**src/rtl/sipo_ctrl_pkg.sv**
```systemverilog
// sipo_ctrl_pkg
//   Shared types and helpers for the receive-side serial-to-parallel sequencer.
//   state_e : frame FSM states (HUNT searches for sync, PAYLOAD deserializes words).
//   clog2   : counter-width helper, never returns less than 1 so 1-entry counters stay legal.
package sipo_ctrl_pkg;

  typedef enum logic {
    HUNT    = 1'b0,
    PAYLOAD = 1'b1
  } state_e;

  function automatic int clog2(input int n);
    int r;
    r = 1;
    while ((1 << r) < n) r++;
    return r;
  endfunction

endpackage

```
**src/rtl/sipo_frame_ctrl_if.sv**
```systemverilog
// sipo_frame_ctrl_if
//   Valid/ready word hand-off between the frame sequencer and the Hamming decoder.
//   word_data  : completed codeword, first-received bit at [0]
//   word_valid : word_data holds an unconsumed word
//   word_ready : consumer accepts the word when word_valid & word_ready
//   master modport: producer (sequencer); slave modport: consumer (decoder).
interface sipo_frame_ctrl_if #(
  parameter int WORD_W = 7
) ();

  logic [WORD_W-1:0] word_data;
  logic              word_valid;
  logic              word_ready;

  modport master (
    output word_data,
    output word_valid,
    input  word_ready
  );

  modport slave (
    input  word_data,
    input  word_valid,
    output word_ready
  );

endinterface

```
**src/rtl/sipo_word_buf.sv**
```systemverilog
// sipo_word_buf
//   Single-entry valid/ready output register for completed codewords.
//   clk, rst_n : clock, synchronous active-low reset
//   load_i     : a completed word is presented this cycle
//   data_i     : the completed word
//   drop_o     : load_i arrived while the register was full and not being consumed;
//                the held word is kept and the new one is lost
//   bus        : master side of the word hand-off
module sipo_word_buf #(
  parameter int WORD_W = 7
) (
  input  logic              clk,
  input  logic              rst_n,
  input  logic              load_i,
  input  logic [WORD_W-1:0] data_i,
  output logic              drop_o,
  sipo_frame_ctrl_if.master bus
);

  logic [WORD_W-1:0] data_q, data_d;
  logic              valid_q, valid_d;
  logic              can_load;

  // The register can take a new word when empty or when its word leaves this cycle.
  assign can_load = !valid_q || bus.word_ready;

  always_comb begin
    data_d  = data_q;
    valid_d = valid_q;
    drop_o  = 1'b0;
    if (load_i && can_load) begin
      data_d  = data_i;
      valid_d = 1'b1;
    end else begin
      if (valid_q && bus.word_ready) valid_d = 1'b0;
      if (load_i) drop_o = 1'b1;
    end
  end

  always_ff @(posedge clk) begin
    if (!rst_n) begin
      data_q  <= '0;
      valid_q <= 1'b0;
    end else begin
      data_q  <= data_d;
      valid_q <= valid_d;
    end
  end

  assign bus.word_data  = data_q;
  assign bus.word_valid = valid_q;

endmodule

```
**src/rtl/sipo_frame_ctrl.sv**
```systemverilog
// sipo_frame_ctrl
//   Receive-side serial-to-parallel sequencer: hunts the bitstream for SYNC_PAT
//   (MSB first), then deserializes WORDS_PER_FRAME codewords of WORD_W bits
//   (LSB first) and hands each one to a valid/ready output register.
//   Ports:
//     clk, rst_n  : clock, synchronous active-low reset
//     si, si_valid: serial bit and its qualifier; everything holds when si_valid=0
//     ovf_clr     : clears the sticky overflow flag (a same-cycle drop wins)
//     frame_start : one-cycle pulse the cycle after a sync match
//     locked      : high while in PAYLOAD
//     overflow    : sticky, a completed word was dropped
//     word_if     : master side of the word hand-off
//     resync      : only with SIPO_CTRL_RESYNC_EN defined; forces PAYLOAD back
//                   to HUNT (partial word discarded), clears sync progress in HUNT
module sipo_frame_ctrl
  import sipo_ctrl_pkg::*;
#(
  parameter int               WORD_W          = 7,
  parameter int               SYNC_W          = 8,
  parameter logic [SYNC_W-1:0] SYNC_PAT       = 8'hA5,
  parameter int               WORDS_PER_FRAME = 4
) (
  input  logic              clk,
  input  logic              rst_n,
  input  logic              si,
  input  logic              si_valid,
`ifdef SIPO_CTRL_RESYNC_EN
  input  logic              resync,
`endif
  input  logic              ovf_clr,
  output logic              frame_start,
  output logic              locked,
  output logic              overflow,
  sipo_frame_ctrl_if.master word_if
);

  localparam int BCW = clog2(WORD_W);
  localparam int WCW = clog2(WORDS_PER_FRAME);
  localparam logic [BCW-1:0] BIT_LAST  = BCW'(WORD_W - 1);
  localparam logic [WCW-1:0] WORD_LAST = WCW'(WORDS_PER_FRAME - 1);

  state_e            state_q, state_d;
  logic [SYNC_W-1:0] sync_sr_q, sync_sr_d;
  logic [WORD_W-1:0] payload_sr_q, payload_sr_d;
  logic [BCW-1:0]    bit_cnt_q, bit_cnt_d;
  logic [WCW-1:0]    word_cnt_q, word_cnt_d;
  logic              frame_start_q, frame_start_d;
  logic              overflow_q, overflow_d;

  logic              resync_w;
  logic [SYNC_W-1:0] hunt_shift;
  logic [WORD_W-1:0] word_new;
  logic              sync_hit, pay_take, word_done, frame_end, drop;

`ifdef SIPO_CTRL_RESYNC_EN
  assign resync_w = resync;
`else
  assign resync_w = 1'b0;
`endif

  assign hunt_shift = {sync_sr_q[SYNC_W-2:0], si};
  assign word_new   = {si, payload_sr_q[WORD_W-1:1]};
  // A resync cycle ignores the si bit in both states.
  assign sync_hit   = (state_q == HUNT) && si_valid && !resync_w && (hunt_shift == SYNC_PAT);
  assign pay_take   = (state_q == PAYLOAD) && si_valid && !resync_w;
  assign word_done  = pay_take && (bit_cnt_q == BIT_LAST);
  assign frame_end  = word_done && (word_cnt_q == WORD_LAST);

  // FSM state register
  always_ff @(posedge clk) begin
    if (!rst_n) state_q <= HUNT;
    else        state_q <= state_d;
  end

  // FSM next state
  always_comb begin
    state_d = state_q;
    case (state_q)
      HUNT:    if (sync_hit) state_d = PAYLOAD;
      PAYLOAD: if (resync_w || frame_end) state_d = HUNT;
      default: state_d = HUNT;
    endcase
  end

  // FSM outputs
  always_comb begin
    locked      = (state_q == PAYLOAD);
    frame_start = frame_start_q;
    overflow    = overflow_q;
  end

  // Sync detector, deserializer and counters. sync_sr is held at zero outside
  // HUNT, so every entry into HUNT starts with no stale sync progress.
  always_comb begin
    sync_sr_d    = sync_sr_q;
    payload_sr_d = payload_sr_q;
    bit_cnt_d    = bit_cnt_q;
    word_cnt_d   = word_cnt_q;
    if (state_q == HUNT) begin
      if (resync_w) begin
        sync_sr_d = '0;
      end else if (si_valid) begin
        sync_sr_d = sync_hit ? '0 : hunt_shift;
      end
      if (sync_hit) begin
        payload_sr_d = '0;
        bit_cnt_d    = '0;
        word_cnt_d   = '0;
      end
    end else begin
      sync_sr_d = '0;
      if (resync_w) begin
        payload_sr_d = '0;
        bit_cnt_d    = '0;
      end else if (si_valid) begin
        payload_sr_d = word_new;
        bit_cnt_d    = word_done ? '0 : bit_cnt_q + 1'b1;
        if (word_done) word_cnt_d = frame_end ? '0 : word_cnt_q + 1'b1;
      end
    end
  end

  assign frame_start_d = sync_hit;
  assign overflow_d    = drop ? 1'b1 : (ovf_clr ? 1'b0 : overflow_q);

  always_ff @(posedge clk) begin
    if (!rst_n) begin
      sync_sr_q     <= '0;
      payload_sr_q  <= '0;
      bit_cnt_q     <= '0;
      word_cnt_q    <= '0;
      frame_start_q <= 1'b0;
      overflow_q    <= 1'b0;
    end else begin
      sync_sr_q     <= sync_sr_d;
      payload_sr_q  <= payload_sr_d;
      bit_cnt_q     <= bit_cnt_d;
      word_cnt_q    <= word_cnt_d;
      frame_start_q <= frame_start_d;
      overflow_q    <= overflow_d;
    end
  end

  // The completed word is handed over at the edge that samples its last bit.
  sipo_word_buf #(
    .WORD_W (WORD_W)
  ) u_word_buf (
    .clk    (clk),
    .rst_n  (rst_n),
    .load_i (word_done),
    .data_i (word_new),
    .drop_o (drop),
    .bus    (word_if)
  );

endmodule

```
**src/flat_wrapper.sv**
```systemverilog
// flat-port wrapper written by rule: the top's interface ports become plain ports
module sipo_frame_ctrl_flat import sipo_ctrl_pkg::*;
#(
  parameter int               WORD_W          = 7,
  parameter int               SYNC_W          = 8,
  parameter logic [SYNC_W-1:0] SYNC_PAT       = 8'hA5,
  parameter int               WORDS_PER_FRAME = 4
)
  (clk, rst_n, si, si_valid, ovf_clr, frame_start, locked, overflow, word_if_word_data, word_if_word_valid, word_if_word_ready);
  sipo_frame_ctrl_if #(.WORD_W(WORD_W)) word_if_i ();
  input  logic clk;
  input  logic rst_n;
  input  logic si;
  input  logic si_valid;
  input  logic ovf_clr;
  output logic frame_start;
  output logic locked;
  output logic overflow;
  output wire logic [$bits(word_if_i.word_data)-1:0] word_if_word_data;
  output wire logic [$bits(word_if_i.word_valid)-1:0] word_if_word_valid;
  input wire logic [$bits(word_if_i.word_ready)-1:0] word_if_word_ready;
  assign word_if_word_data = word_if_i.word_data;
  assign word_if_word_valid = word_if_i.word_valid;
  assign word_if_i.word_ready = word_if_word_ready;
  sipo_frame_ctrl #(.WORD_W(WORD_W), .SYNC_W(SYNC_W), .SYNC_PAT(SYNC_PAT), .WORDS_PER_FRAME(WORDS_PER_FRAME)) u_core (.clk(clk), .rst_n(rst_n), .si(si), .si_valid(si_valid), .ovf_clr(ovf_clr), .frame_start(frame_start), .locked(locked), .overflow(overflow), .word_if(word_if_i));
endmodule
```
**config.mk**
```make
export PLATFORM = sky130hd
export DESIGN_NAME = sipo_frame_ctrl_flat
export DESIGN_NICKNAME = d
export VERILOG_FILES = /design/src/rtl/sipo_ctrl_pkg.sv /design/src/rtl/sipo_frame_ctrl_if.sv /design/src/rtl/sipo_word_buf.sv /design/src/rtl/sipo_frame_ctrl.sv /design/src/flat_wrapper.sv
export SDC_FILE = /design/constraint.sdc
export NUM_CORES = 1
export LEC_CHECK = 0
export ABC_AREA = 1
export CORE_MARGIN = 2
export CORE_UTILIZATION = 50
export CTS_BUF_LIST = sky130_fd_sc_hd__clkbuf_4
export CTS_CLUSTER_DIAMETER = 60
export DETAILED_ROUTE_END_ITERATION = 8
export PLACE_DENSITY = 0.88
export SETUP_SLACK_MARGIN = 0.05
export SYNTH_ARGS = -nofsm -noshare
export SYNTH_HDL_FRONTEND = slang
export SYNTH_SLANG_ARGS = --single-unit
```
**constraint.sdc**
```tcl
create_clock -name clk -period 1.2 [get_ports clk]
set_input_delay 0.24 -clock clk [delete_from_list [all_inputs] [get_ports clk]]
set_output_delay 0.24 -clock clk [all_outputs]
set_load 0.01 [all_outputs]
```
==> flow_summary.json, run 1 <==
{
  "outcome": "finished with violations",
  "violations": "setup timing",
  "synthCells": 162,
  "num_vias": 1208,
  "fillers": 157,
  "clkTransAtPathRegs_ps": 90,
  "antenna_found_initial": 0,
  "cts_buffers": 5,
  "crit_buf_inv": 3,
  "most-common-layout-cells": "nand2_1 (24), dfxtp_1 (24), nor2_1 (18), a21oi_1 (16)",
  "worst_pin_slew_ps": 354,
  "grt_overflow": 0,
  "slew_viol_final": 0,
  "io_buffers": 16,
  "ys_seq_area_frac": 0.471,
  "die_y_um": 53.7,
  "cp-end-kind": "register",
  "hold_class": "input port to register",
  "antennaDiodeCount": 0,
  "drt_iter0_markers": 34,
  "fin_crit_ps": 1220,
  "wl_per_cell_um": 13.5,
  "yosysUniqueCellTypes": 19,
  "postLayoutCellArea_um2": 1650,
  "power_mw": 1.69,
  "gr-usage-all-layers": 0.220,
  "h-tree-depth": 2,
  "avgSynthCellArea_um2": 7.62,
  "grt_max_degree": 12,
  "finClkSkew_ps": 7.38,
  "syn_area_um2": 1230,
  "clk-insertion-delay-late_ps": 330,
  "drt-pass1-iter-count": 4,
  "grt_pass1_wl_um": 4440,
  "place_congestion": 0.789,
  "cp.depth": 9,
  "routed_wl_um": 3040,
  "drv_cap": 0,
  "worst_setup_path_start_kind": "register",
  "period_share": 1.02,
  "vias_per_cell": 5.35,
  "hold_depth": 4,
  "slowest_stage": "dfxtp_2",
  "die_w_um": 53.7,
  "drc": 0,
  "cts_tree": "yes",
  "grt_pass1_vias": 1066,
  "reg2regPathDepth": 9,
  "ys_warn_count": 0,
  "cts_sinks": 29,
  "worstPathMaxFanout": 8,
  "hold_violations": 0,
  "cts_root_buffer": "clkbuf_4",
  "ir_worst_vdd_mv": 1.03,
  "dp_hpwl_um": 1810,
  "ant_nets": 0,
  "crit_path_max_incr_delay_ps": 330,
  "area_delta_synth_final_pct": 33.8,
  "arrival_ps": 1450,
  "start_util": 0.542,
  "core-area_um2": 2280,
  "synth.net_count": 171,
  "place_area_um2": 1530,
  "slew_headroom": 0.764,
  "seq_area_um2": 589,
  "max_freq_ghz": 0.818,
  "crit_type": "register to register",
  "synth_seq_cells": 29,
  "drive_above_1_share": 0.338,
  "ff2ff_setup_slack_ps": -20,
  "fin_ws_ps": -22.1,
  "rows": 17,
  "multi_input_area_um2": 648,
  "critPathMostFrequentCell": "nor2_8",
  "setup_violations": 6,
  "nets": 206,
  "critical-path-top-delay-family": "simple AND/OR/NAND/NOR gates",
  "ios": 17,
  "fp.dieArea_um2": 2880,
  "cellPowerDensity_nw_per_um2": 1020,
  "rsz0062_at_grt": "yes",
  "required_ps": 1430,
  "clockBufferDepth": 2,
  "leakage_nw": 0.776,
  "path_cells": "inv_2 -> ha_4 -> nand2_4 -> nor2_8 -> inv_4 -> nor2_8 -> inv_6 -> nor2_2 -> nor2_1"
}
[kinds of logic after synthesis]
family,Yosys count,synth area share
buf+inv,24,0.0862
compound gates,34,0.144
simple gates,72,0.269
flops,29,0.471
fa+ha+maj,3,0.0304
[final cells by class]
type	count	area share
clock buffer	6	0.0273
clock inverter	2	0.00607
inverter	19	0.0500
multi-input combinational	110	0.393
sequential	29	0.357
tap	28	0.0212
timing repair buffer	32	0.146
[stage by stage]
step | cells | hold WS, ps | worst slack (ps) | util | TNS (ps)
2_1_floorplan | 162 | 371 | 24.1 | - | 0
3_3_place_gp | 215 | 454 | -511 | 0.671 | -10400
3_5_place_dp | 215 | 461 | -575 | 0.671 | -11550
4_1_cts | 224 | 421 | 18.4 | 0.712 | 0
5_1_grt | 226 | 394 | -101 | 0.725 | -921
6_report | 226 | 393 | -22.1 | 0.725 | -64.3
[per-layer routing]
metal | global-route usage | share of wire | up-vias
li1 | - | - | 592
met1 | 0.241 | 0.41 | 543
met2 | 0.352 | 0.47 | 61
met3 | 0.100 | 0.092 | 12
met4 | 0.124 | 0.030 | 0
met5 | 0 | 0 | -
[repair_timing]
action,CTS,global route
endpoints found under the setup margin,31,36
resized for setup,37,28
setup buffers,0,2
cloned,1,0
pin swaps,5,4
hold buffers,0,0
[cell usage after synthesis (all sizes together)]
master	instances	area, um2
a211oi	2	15.0
a21boi	1	7.51
a21oi	17	85.1
buf	4	28.8
clkbuf	1	3.75
dfxtp	29	581
ha	3	37.5
inv	19	73.8
nand2	29	116
nand3	13	70.1
nor2	30	145
o21ai	14	70.1
[where the power goes]
part	switching (mW)	total (mW)	internal, mW
Combinational	0.0662	0.113	0.0468
Clock	0.346	0.591	0.245
Sequential	0.0124	0.986	0.974
Total	0.424	1.69	1.27
[state kept, by name (all words and copies together), names as in the netlist]
register and cells:
u_core.payload_sr_q 6, u_core.overflow 1, u_core.sync_sr_q 7, u_core.bit_cnt_q 3, u_core.u_word_buf.bus.word_valid 1, u_core.u_word_buf.bus.word_data 7
u_core.frame_start 1, u_core.locked 1, u_core.word_cnt_q 2
[final timing paths]
kind                                          start                                 end
worst max register to register  u_core.bit_cnt_q[0]  u_core.u_word_buf.bus.word_data[0]
worst min register to register      u_core.overflow                     u_core.overflow
worst max-delay path            u_core.bit_cnt_q[0]  u_core.u_word_buf.bus.word_data[0]
worst min-delay path                             si                 u_core.sync_sr_q[0]
[tightest hold or removal path, cell delays in order]
cell and delay (ps):
dlymetal6s2s_1 160, buf_4 170, nand2_1 70, a21oi_1 50
Power figures use the tool's default switching activity.
==> run 2, diff against run 1 <==
- ABC_CLOCK_PERIOD_IN_PS: not set -> 1200
==> results of run 2 <==
The final DEF is identical to that of run 1; final timing and power are the same.
